`config.mk`:
```
export PLATFORM = sky130hd
export DESIGN_NAME = cla_sub_seq
export DESIGN_NICKNAME = d
export VERILOG_FILES = /design/src/rtl/cla_sub_seq.sv
export SDC_FILE = /design/constraint.sdc
export NUM_CORES = 1
export LEC_CHECK = 0
export BUFFER_PORTS_ARGS = -buffer_cell sky130_fd_sc_hd__buf_2
export CAP_MARGIN = 20
export CORE_MARGIN = 2
export CORE_UTILIZATION = 50
export DETAILED_ROUTE_END_ITERATION = 10
export GPL_TIMING_DRIVEN = 0
export MAX_ROUTING_LAYER = met4
export PLACE_DENSITY = 0.77
export SLEW_MARGIN = 20
export SYNTH_ARGS = -nofsm -noshare
export SYNTH_HDL_FRONTEND = slang
export SYNTH_SLANG_ARGS = --single-unit
```
`constraint.sdc`:
```
create_clock -name clk -period 5.1 [get_ports clk]
set_input_delay 0.51 -clock clk [delete_from_list [all_inputs] [get_ports clk]]
set_output_delay 0.51 -clock clk [all_outputs]
set_load 0.005 [all_outputs]
```
`src/rtl/cla_sub_seq.sv`:
```
// Slice-serial subtractor: diff = a - b - bin, one 4-bit carry-lookahead slice per clock, LSB first.
// Optional signed saturation on overflow when CLA_SUB_SAT_EN is defined.
module cla_sub_seq #(
  parameter int unsigned WIDTH = 16
) (
  input  logic             clk,
  input  logic             rst,
  input  logic             in_valid,
  output logic             in_ready,
  input  logic [WIDTH-1:0] a,
  input  logic [WIDTH-1:0] b,
  input  logic             bin,
  output logic             out_valid,
  input  logic             out_ready,
  output logic [WIDTH-1:0] diff,
  output logic             bout,
  output logic             ovf,
  output logic             zero
);

  localparam int unsigned NumSlices = WIDTH / 4;
  localparam int unsigned CntW = (NumSlices > 1) ? $clog2(NumSlices) : 1;
  localparam logic [CntW-1:0] LastCnt = CntW'(NumSlices - 1);

  typedef enum logic [1:0] {StIdle, StCalc, StDone} state_e;

  state_e           state_q, state_d;
  logic [WIDTH-1:0] a_q, a_d, b_q, b_d, diff_d;
  logic             carry_q, carry_d;
  logic [CntW-1:0]  cnt_q, cnt_d;
  logic             bout_d, ovf_d, zero_d, in_ready_d, out_valid_d;

  logic [3:0]       a_k, nb_k, p, g, sum;
  logic [4:0]       c;
  logic [CntW+1:0]  shamt;
  logic [WIDTH-1:0] diff_fin;
  logic             ovf_fin;

  // Current slice: a + ~b + carry, with the registered carry as c0.
  always_comb begin
    shamt    = {cnt_q, 2'b00};
    a_k      = 4'(a_q >> shamt);
    nb_k     = ~4'(b_q >> shamt);
    p        = a_k ^ nb_k;
    g        = a_k & nb_k;
    c[0]     = carry_q;
    c[1]     = g[0] | (p[0] & c[0]);
    c[2]     = g[1] | (p[1] & g[0]) | (p[1] & p[0] & c[0]);
    c[3]     = g[2] | (p[2] & g[1]) | (p[2] & p[1] & g[0]) | (p[2] & p[1] & p[0] & c[0]);
    c[4]     = g[3] | (p[3] & g[2]) | (p[3] & p[2] & g[1]) | (p[3] & p[2] & p[1] & g[0])
             | (p[3] & p[2] & p[1] & p[0] & c[0]);
    sum      = p ^ c[3:0];
    diff_fin = (diff & ~(WIDTH'(4'hf) << shamt)) | (WIDTH'(sum) << shamt);
    ovf_fin  = (a_q[WIDTH-1] != b_q[WIDTH-1]) && (diff_fin[WIDTH-1] != a_q[WIDTH-1]);
  end

  always_comb begin
    state_d = state_q;
    a_d     = a_q;
    b_d     = b_q;
    carry_d = carry_q;
    cnt_d   = cnt_q;
    diff_d  = diff;
    bout_d  = bout;
    ovf_d   = ovf;
    zero_d  = zero;
    unique case (state_q)
      StIdle: begin
        if (in_valid) begin
          a_d     = a;
          b_d     = b;
          carry_d = ~bin;
          cnt_d   = '0;
          state_d = StCalc;
        end
      end
      StCalc: begin
        diff_d  = diff_fin;
        carry_d = c[4];
        cnt_d   = cnt_q + CntW'(1);
        if (cnt_q == LastCnt) begin
          state_d = StDone;
          cnt_d   = '0;
          bout_d  = ~c[4];
          ovf_d   = ovf_fin;
`ifdef CLA_SUB_SAT_EN
          if (ovf_fin) begin
            diff_d = a_q[WIDTH-1] ? {1'b1, {(WIDTH-1){1'b0}}} : {1'b0, {(WIDTH-1){1'b1}}};
          end
`endif
          zero_d  = (diff_d == '0);
        end
      end
      StDone: begin
        if (out_ready) state_d = StIdle;
      end
      default: state_d = StIdle;
    endcase
    in_ready_d  = (state_d == StIdle);
    out_valid_d = (state_d == StDone);
  end

  always_ff @(posedge clk or posedge rst) begin
    if (rst) begin
      state_q   <= StIdle;
      a_q       <= '0;
      b_q       <= '0;
      carry_q   <= 1'b1;
      cnt_q     <= '0;
      diff      <= '0;
      bout      <= 1'b0;
      ovf       <= 1'b0;
      zero      <= 1'b0;
      in_ready  <= 1'b1;
      out_valid <= 1'b0;
    end else begin
      state_q   <= state_d;
      a_q       <= a_d;
      b_q       <= b_d;
      carry_q   <= carry_d;
      cnt_q     <= cnt_d;
      diff      <= diff_d;
      bout      <= bout_d;
      ovf       <= ovf_d;
      zero      <= zero_d;
      in_ready  <= in_ready_d;
      out_valid <= out_valid_d;
    end
  end

endmodule

```
==> metrics <==
CP max FO=10; startpoint types=flip-flop; core area=about 5400 sq um; Post-CTS Setup Inserts=0; static leakage=~1.6 nW; fmax=approximately 350 MHz; Final setup viols=0; outcome=complete, no violations; DR WL/cell=15.54 um; adder-cell share of the synthesized area=0.04779; initial antenna violation count=0; Nets=321; Critical Path Max Stage Delay=roughly 0.53 ns; Skew-Pair Late Insertion Delay=between 0.3 and 0.4 ns; multi-input logic area=about 1200 sq um; max-slew violations=0; DIE HEIGHT=just under 80 um; Max-cap violations=0; Worst Setup End Kind=flip-flop; synthesis-stage register bit count=58; gr ovfl total=0; Post-synth EDFFs=0; Seq/Total Area, Yosys=0.5239; vias in the first global route=around 1900; Antenna diodes=0; fin crit share=0.5623; Synth Area in Compound Gates=0.1199; Starting DRT DRC Count=around 110; setup TNS=0 ns; fillers=roughly 470; largest net degree at the start of global routing=59; Ports=58; Post-DRT Antenna Nets=0; Initial Util=0.5102; # port buffers=between 50 and 60; clk root buf=clkbuf_8; CTS Buffer Depth=2; layout cells sized above 1=0.4638; top_reg_cell synth=dfrtp_1; final instance area=between 3000 and 4000 sq um; asr flop ratio synth=1.000; Synth-to-Final Area Change=19.34%; highest-delay cell along the critical path=mux4_2; CTS Hold Bufs=0; unrepaired setup endpoints after global routing=no; dominant delay contributor by cell family on the critical path=compound AO/OA/AOI/OAI gates; WP data required=5.33 ns; multiplexer share of the synthesized area=0.1943; Sequential Area=between 1000 and 1500 sq um; DRC violations left=0; headroom to the max-slew limit=0.5459; WP buf/inv=2; Max VDD drop=0.4638 mV; largest family of logic cells by synthesized area=multiplexers; vias per inst=around 5.4; depth of the CTS H-tree=3; number of CTS-inserted buffers=9; # resized after CTS=0; Die Wd=roughly 80 um; Synthesized Nets=about 250; TritonCTS clock tree=done; Syn Area/Cell=13.47 sq um; clock sink count=just under 60; xor/xnor share of the synthesized area=0.01217; CP cell instances=buf_2, buf_4, mux4_2, ha_1, a21oi_1, o21ai_2, xor2_2, a311o_1, a21oi_2; Synth Area in Simple Gates=0.06041; post-synth design cell area=~2800 sq um; die area=~6200 sq um; Cell Pwr Density=slightly above 800 nW/um^2; Core Util, Final=0.6089; clock slew at reported path FFs=roughly 0.06 ns; Synth Warn #=0; first-pass GRT wire length=9114 um; GR Util All Layers=0.2029; Post-DP Area=roughly 3200 sq um; Period minus WS final=roughly 2.9 ns; Post-Syn Instances=between 200 and 250; slew at the pin closest to its max-slew limit=0.6812 ns; Tightest Hold Check Type=primary input to asynchronous set/reset pin; final hold violation count=0; Crit Path Category=flip-flop to flip-flop; Final HPWL DP=3891 um; Yosys cell types=41; Site Rows=27; placer congestion estimate=between 0.8 and 0.9; Worst Skew=between 0.004 and 0.005 ns; Post-Route WL=between 5000 and 6000 um; DR vias=1890; Crit path arrival time=around 3.1 ns; total power=between 2 and 3 mW; router iterations before antenna repair=4
-- flip-flops by register name, indices dropped and copies added (netlist names), 2 cells and up --
register / count
a_q: 16
b_q: 16
diff: 16
cnt_q: 2
state_q: 2
-- synth_stat cells (all sizes together), types with 2 or more instances --
cell / number / area share
o22ai: 2 / 0.0045
nor2b: 3 / 0.0068
nand2: 13 / 0.020
a32o: 2 / 0.0072
mux2: 31 / 0.13
nor3b: 2 / 0.0095
dfrtp: 56 / 0.50
ha: 9 / 0.041
a22o: 14 / 0.046
a211oi: 2 / 0.0054
inv: 15 / 0.020
buf: 8 / 0.021
a21oi: 7 / 0.014
o31ai: 2 / 0.0054
xnor2: 2 / 0.0063
o21ai: 7 / 0.014
nor3: 4 / 0.0090
nor2: 4 / 0.0054
dfstp: 2 / 0.019
nand2b: 2 / 0.0045
mux4: 8 / 0.065
-- report_power, final --
| group | switching [mW] | internal, mW | total, mW |
|---|---|---|---|
| combinational | 0.807 | 0.684 | 1.49 |
| clock | 0.164 | 0.195 | 0.359 |
| sequential | 0.141 | 0.701 | 0.841 |
| total | 1.11 | 1.58 | 2.69 |
-- worst register-to-register path, cell delays in order, from the launching register on --
cell     delay (ns)
dfrtp_1        0.37
buf_2          0.23
buf_4          0.24
mux4_2         0.53
ha_1           0.39
a21oi_1        0.10
o21ai_2        0.20
xor2_2         0.39
a311o_1        0.26
a21oi_2        0.05
-- kinds of logic after synthesis --
kind of cell | count (synthesis)
xor+xnor | 3
simple gates | 30
fa+ha+maj | 10
flops | 58
compound gates | 42
buf+inv | 23
mux | 40
-- routing by layer --
| metal | part of all wire | global-route usage |
|---|---|---|
| met4 | 0.031 | 0.1246 |
| met5 | 0 | - |
| met1 | 0.44 | 0.2559 |
| met3 | 0.046 | 0.03908 |
| met2 | 0.48 | 0.3034 |
-- per-stage QoR --
step	instances	setup WS (ns)	hold WS, ns
3_5_place_dp	335	2.229	0.4696
5_1_grt	348	2.024	0.3565
6_report	348	2.232	0.2861
2_1_floorplan	206	2.498	0.4532
4_1_cts	348	2.204	0.3070
3_3_place_gp	335	2.251	0.4670
-- cell type report --
type / instances / area share
Buffer: 8 / 0.01776
Sequential cell: 58 / 0.4390
Timing Repair Buffer: 57 / 0.08614
Multi-Input combinational cell: 125 / 0.3642
Inverter: 15 / 0.01776
Clock buffer: 13 / 0.04798
Tap cell: 72 / 0.02720
-- final timing paths --
| kind | slack, ns | startpoint | endpoint | cells after the start |
|---|---|---|---|---|
| max | 2.23 | cnt_q[0] | ovf | 9 |
| min | 0.29 | rst | a_q[11] | 2 |
| max reg2reg | 2.23 | cnt_q[0] | ovf | 9 |
| min reg2reg | 0.49 | zero | zero | 2 |
| max in group asynchronous | 4.37 | rst | b_q[0] | 2 |
| min in group clk | 0.39 | b[4] | b_q[4] | 2 |
-- placed cells by master (no fill, tap or decap), drive strengths merged, types with 3 or more instances in the layout --
cell type and count:
a22o 14, a21oi 7, nor3 4, inv 15
mux4 8, mux2 31, nand2 13, nor2 4
dfrtp 56, nor2b 3, buf 65, clkbuf 13
ha 9, o21ai 7
No activity file was read; power rests on OpenSTA's default activity.
